### src/rtl/binary_to_bcd.sv
// Sequential double-dabble converter: binary count -> four registered BCD digits.
// Optional macro BCD_SATURATE_EN clamps out-of-range results to 9999.
module binary_to_bcd #(
  parameter int BIN_WIDTH = 14
) (
  input  logic                 clk,
  input  logic                 reset,
  input  logic                 start,
  input  logic [BIN_WIDTH-1:0] binary,
  output logic                 busy,
  output logic                 done,
  output logic                 overflow,
  output logic [3:0]           thousands,
  output logic [3:0]           hundreds,
  output logic [3:0]           tens,
  output logic [3:0]           ones
);

  localparam int CW = $clog2(BIN_WIDTH + 1);

  typedef enum logic [1:0] {IDLE, SHIFT, DONE} state_t;

  state_t               state;
  state_t               next_state;
  logic [BIN_WIDTH-1:0] shreg;
  logic [19:0]          bcd;
  logic [19:0]          adj;
  logic [CW-1:0]        count;
  logic [BIN_WIDTH+19:0] stepped;

  always_ff @(posedge clk or posedge reset) begin
    if (reset) state <= IDLE;
    else       state <= next_state;
  end

  always_comb begin
    next_state = state;
    case (state)
      IDLE:    if (start) next_state = SHIFT;
      SHIFT:   if (count == CW'(1)) next_state = DONE;
      DONE:    next_state = IDLE;
      default: next_state = IDLE;
    endcase
  end

  always_comb begin
    busy = (state == SHIFT);
  end

  // One double-dabble step: correct every nibble that would carry past 9, then shift.
  always_comb begin
    adj = bcd;
    for (int i = 0; i < 5; i++) begin
      if (bcd[4*i +: 4] >= 4'd5) adj[4*i +: 4] = bcd[4*i +: 4] + 4'd3;
    end
    stepped = {adj, shreg} << 1;
  end

  always_ff @(posedge clk or posedge reset) begin
    if (reset) begin
      shreg <= '0;
      bcd   <= '0;
      count <= '0;
    end else begin
      case (state)
        IDLE: begin
          if (start) begin
            shreg <= binary;
            bcd   <= '0;
            count <= CW'(BIN_WIDTH);
          end
        end
        SHIFT: begin
          {bcd, shreg} <= stepped;
          count        <= count - CW'(1);
        end
        default: ;
      endcase
    end
  end

  // Digits update only when a conversion completes so the display never sees partials.
  always_ff @(posedge clk or posedge reset) begin
    if (reset) begin
      done      <= 1'b0;
      overflow  <= 1'b0;
      thousands <= 4'd0;
      hundreds  <= 4'd0;
      tens      <= 4'd0;
      ones      <= 4'd0;
    end else begin
      done <= (state == DONE);
      if (state == DONE) begin
        overflow <= (bcd[19:16] != 4'd0);
`ifdef BCD_SATURATE_EN
        if (bcd[19:16] != 4'd0) begin
          thousands <= 4'd9;
          hundreds  <= 4'd9;
          tens      <= 4'd9;
          ones      <= 4'd9;
        end else begin
          thousands <= bcd[15:12];
          hundreds  <= bcd[11:8];
          tens      <= bcd[7:4];
          ones      <= bcd[3:0];
        end
`else
        thousands <= bcd[15:12];
        hundreds  <= bcd[11:8];
        tens      <= bcd[7:4];
        ones      <= bcd[3:0];
`endif
      end
    end
  end

endmodule
### config.mk
export PLATFORM = sky130hd
export DESIGN_NAME = binary_to_bcd
export DESIGN_NICKNAME = d
export VERILOG_FILES = /design/src/rtl/binary_to_bcd.sv
export SDC_FILE = /design/constraint.sdc
export NUM_CORES = 1
export LEC_CHECK = 0
export CAP_MARGIN = 25
export CORE_AREA = 2 2 79 81
export DETAILED_ROUTE_END_ITERATION = 10
export DIE_AREA = 0 0 81 83
export PLACE_DENSITY = 0.69
export SYNTH_ARGS = -nofsm -noshare
export SYNTH_HDL_FRONTEND = slang
export SYNTH_SLANG_ARGS = --single-unit
### constraint.sdc
create_clock -name clk -period 2.3 [get_ports clk]
set_input_delay 0.69 -clock clk [delete_from_list [all_inputs] [get_ports clk]]
set_output_delay 0.69 -clock clk [all_outputs]
set_load 0.005 [all_outputs]
-- After elaboration in Yosys (flattened, before gate mapping)
Cells that the tools add are included.
- input bits: 17
- logic and storage cells: 45
- bits in registers: 58
- output and inout bits: 19
- equality and inequality tests: 5
- order comparisons: 5
- add/subtract/negate cells: 6
- reductions and logical operators: 5
- mux-type cells: 14
- operator list (operator ; count):
    20-bit one-hot mux with 2 select lines ; 1
    14-bit one-hot mux with 2 select lines ; 1
    4-bit by 3-bit greater-or-equal comparator with 1-bit output (second input constant) ; 5
    20-bit 2-to-1 mux ; 1
    4-bit 2-to-1 mux ; 5
    4-bit by 2-bit adder with 4-bit output (second input constant) ; 4
    14-bit 2-to-1 mux ; 1
    4-bit one-hot mux with 2 select lines ; 1
    4-bit by 1-bit equality test with 1-bit output (second input constant) ; 1
    2-bit 2-to-1 mux ; 2
    2-bit one-hot mux with 2 select lines ; 1
    2-bit AND reduction ; 2
    4-bit nonzero test ; 1
    4-bit by 1-bit subtractor with 4-bit output (second input constant) ; 1
    3-bit by 2-bit adder with 3-bit output (second input constant) ; 1
    3-bit 2-to-1 mux ; 1
    2-bit by 1-bit equality test with 1-bit output (second input constant) ; 1
    2-bit equality test (second input constant) ; 1
    2-bit zero test ; 1
    2-bit by 1-bit inequality test with 1-bit output (second input constant) ; 1
    2-bit inequality test (second input constant) ; 1
    2-bit nonzero test ; 1

-- Depth between registers and ports, before layout
Gate-level depths: netlist of the first run.
- depth in word-level cells: 3
- mapped depth: 7
- mapped depth without buffers: 6

-- Worst setup path before layout of the first run
Ideal clock, no wire load.
- path kind: reg-to-output
- from: register state[1]
- to: output port busy
- buffers on the path: 3
- arrival time: 0.930 ns
- stages on the path, launching flop included: 6
- slack: 0.680 ns
- required time: 1.610 ns
- cells stage by stage: dfrtp_1 buf_6 nand2b_1 buf_6 inv_4 buf_6
- longest elaborated chain between the ends: 1
- ends and longest elaborated chain (element ; line ; text):
    start: declaration ; 23 ; state_t state;
    start signal: assignment ; 33 ; else state <= next_state;
    2-bit by 1-bit equality test with 1-bit output ; 47 ; busy = (state == SHIFT);
    end: declaration ; 10 ; output logic busy,
Every way passes these cells.

-- Worst setup path in the final report of the first run
Ends and elaborated chain as after synthesis.

==> run_results.csv, run 1 <==
group,metric,value,unit
status,status,"finished, final reports clean",
setup_path,crit_path_end_kind,"output pin",
clocking,cts_hold_buf,0,
placed_design,port_buffers,35,
grt,grtUsageMet1,24.5,%
min_path,hold_path_end,"shreg[11]",
timing,hold_violations,0,
synthesis,synth_fp_nets,278,
min_path,hp-class,"reg2reg",
floorplan,die_y,83,um
timing,finClkSkew,0.00569,ns
placed_design,hpwl,3360,um
clocking,cts_root_buffer,"clkbuf_8",
setup_path,cp_cell_sequence,"nand2b_1 > inv_4 > clkdlybuf4s50_1",
placed_design,dp_slack,0.168,ns
synthesis,synth-main-ff-cell,"dfrtp_1",
synthesis,synth_edf_count,0,
final_layout,layout.area.seq,1450,um2
setup_path,worst-r2r-cell-count,6,
min_path,hold_path.startpoint,"shreg[11]",
detailed_routing,drtAntennaViolNets,0,
clocking,cts.path.max_buffers,2,
final_layout,nets,320,
placed_design,placed_cells,353,
timing,max_freq,0.464,GHz
timing,fin_tns_setup,0,ns
setup_path,crit_type,"reg2out",
grt,antenna_found_initial,0,
timing,fin_crit,2.16,ns
timing,post-route-worst-setup-slack,0.144,ns
timing,finalCritPeriodShare,93.7,%
grt,track_usage,17.2,%
final_layout,drive_gt1_share,15.9,%
setup_path,cp_num_buf_inv,2,
power,vdd_drop_max,0.500,mV
setup_path,r2r_slack,0.66,ns
placed_design,place_congestion,0.782,
grt,use_met3,3.26,%
synthesis,syn_inst,248,
setup_path,regToRegStartpoint,"bcd[0]",
timing,rsz0062_at_grt,"false",
setup_path,crit_family,"buffers and inverters",
setup_path,rr_endpoint,"bcd[2]",
detailed_routing,vias,1965,
flow_run,maxCapViolations,0,
synthesis,ys_ff_latch,58,
timing,worstMarginPinSlew,0.430,ns
clocking,clk_pin_slew,0.06,ns
clocking,htree_levels,3,
timing,relSlewSlack,71.4,%
grt,grtUsageMet2,24.6,%
clocking,cts_tree,"yes",
power,leakagePower,1.65,nW
grt,grt_pass1_vias,1902,
setup_path,start_kind,"flip-flop",
detailed_routing,wl_per_cell,13.9,um
setup_path,cpPeakStageDelay,0.49,ns
synthesis,synthArstFlopShare,100,%
grt,busiest_layer,"met2",
synthesis,yosysSeqAreaShare,51.3,%
grt,overflow,0,
synthesis,postSynthAreaPerCell,11.4,um2
grt,grt_max_degree,59,
floorplan,start_util,48.7,%
final_layout,antennaDiodeCount,0,
floorplan,chipWidth,81,um
clocking,clock_latency,0.33,ns
synthesis,synth_cell_types,35,
final_layout,multi_input_area,1220,um2
final_layout,final_cells,370,
timing,report.final.slew_viol_count,0,
floorplan,core,5820,um2
setup_path,required,1.61,ns
floorplan,row_count,28,
clocking,clock_sinks,58,
setup_path,critPathMaxFanout,2,
detailed_routing,dr.pass1.iters,4,
setup_path,crit_slowest_cell,"clkdlybuf4s50_1",
detailed_routing,drt-initial-drc-count,103,
synthesis,syn_area,2830,um2
power,power_density,1360,nW/um2
detailed_routing,drt-total-wl,5150,um
floorplan,die_area,6720,um2
floorplan,pin_count,36,
min_path,hold_depth,2,
synthesis,yosysWarnings,0,
timing,setup_viol_count_final,0,
final_layout,areaGrowthSynthToFinish,23.9,%
setup_path,arrival,1.47,ns
clocking,cts_buffers,9,
grt,grt_pass1_wl,9050,um
detailed_routing,avgViaCountPerCell,5.31,
detailed_routing,route.detailed.drc,0,
final_layout,fill_cells,516,
[registers in the layout, summed over array words and instances (netlist names)]
name	count
bcd	20
thousands	4
hundreds	4
shreg	14
ones	4
overflow	1
tens	4
done	1
state	2
count	4
[report_power, final]
group	total [W]	leakage, nW	internal [W]	switching [W]
logic	0.00196	0.779	0.00103	0.000930
clock network	0.00110	0.119	0.000697	0.000402
registers	0.00173	0.755	0.00143	0.000298
[area by class of cell]
| type | instances | share of cell area [%] |
|---|---|---|
| multi-input cells | 162 | 34.8 |
| well taps | 75 | 2.67 |
| repair buffers | 45 | 12.8 |
| clock inverters | 4 | 2.07 |
| clock buffers | 12 | 4.71 |
| inverters | 14 | 1.57 |
| flip-flops and latches | 58 | 41.4 |
[layer usage]
layer	part of all wire (%)	up-vias
li1	-	973
met1	50	938
met2	45	43
met3	3.5	11
met4	2.1	0
met5	0	-
[cell usage after synthesis, drive strengths merged, types with 3 or more instances]
master  instances  area [um2]
a21oi          22         110
buf            12         100
o31ai           5        37.5
nand2          16        60.1
xnor2           5        43.8
a32o            6        60.1
inv            14        55.1
a22o            5        43.8
dfrtp          58        1450
nor2            8        32.5
ha             13         163
and3b          12         105
nor3b           3        22.5
nand2b          6        37.5
mux2           16         206
o21ai          20         100
o22ai           7        43.8
mux2i           5        50.1
[timing repair]
action | in CTS | in global routing
setup endpoints to repair | 1 | 0
setup buffers | 1 | 0
resized for setup | 0 | 0
[worst min-delay path: cells and delay by family, from the launching register on]
kind,cells,cell delay [ns]
AND/OR/NAND/NOR,1,0.05
AO/OA/AOI/OAI,1,0.06
flip-flops,1,0.34
[cell families after synthesis]
logic type,count (synthesis),synth area share (%)
compound gates,70,15.6
buf+inv,28,5.74
xor+xnor,7,2.17
mux,21,9.06
simple gates,51,10.5
flops,58,51.3
fa+ha+maj,13,5.74
[worst max-delay path by stage]
stage,startpoint,endpoint,slack [ns],cells past startpoint
after floorplan,reset,bcd[0],0.18,1
after global placement,start,bcd[18],0.18,5
after detailed placement,start,bcd[18],0.17,5
after CTS,state[1],busy,0.13,3
after global routing,state[1],busy,0.07,3
final,state[1],busy,0.14,3
[layout by cell type, fill, tap and decap left out, types with 6 or more instances in the layout]
master,n
clkdlybuf4s50_1,35
nor2_1,7
and3b_1,12
nand2_1,16
o21ai_0,11
buf_4,8
inv_1,12
nand2b_1,6
a21oi_1,22
dfrtp_1,58
ha_1,13
mux2_2,9
clkbuf_8,12
a32o_1,6
mux2_4,7
o22ai_1,7
o21ai_1,9
[stage by stage]
step	hold slack, ns	cell area, um2	power [W]	util, %
floorplan	0.449	2830	0.00313	-
global placement	0.467	3260	0.00362	56.1
detailed placement	0.470	3260	0.00370	56.1
CTS	0.484	3510	0.00483	60.3
global route	0.510	3510	0.00516	60.3
finish	0.485	3510	0.00479	60.3
Note: power is estimated with default switching activity, not from simulation.
==> run 2, diff against run 1 <==
--- a/config.mk
+++ b/config.mk
@@ -9,6 +9,7 @@
 export CORE_AREA = 2 2 79 81
 export DETAILED_ROUTE_END_ITERATION = 10
 export DIE_AREA = 0 0 81 83
+export HOLD_SLACK_MARGIN = 0.1
 export PLACE_DENSITY = 0.69
 export SYNTH_ARGS = -nofsm -noshare
 export SYNTH_HDL_FRONTEND = slang
==> results of run 2 <==
Same layout as run 1: the final DEF is identical, and so are final timing and power.
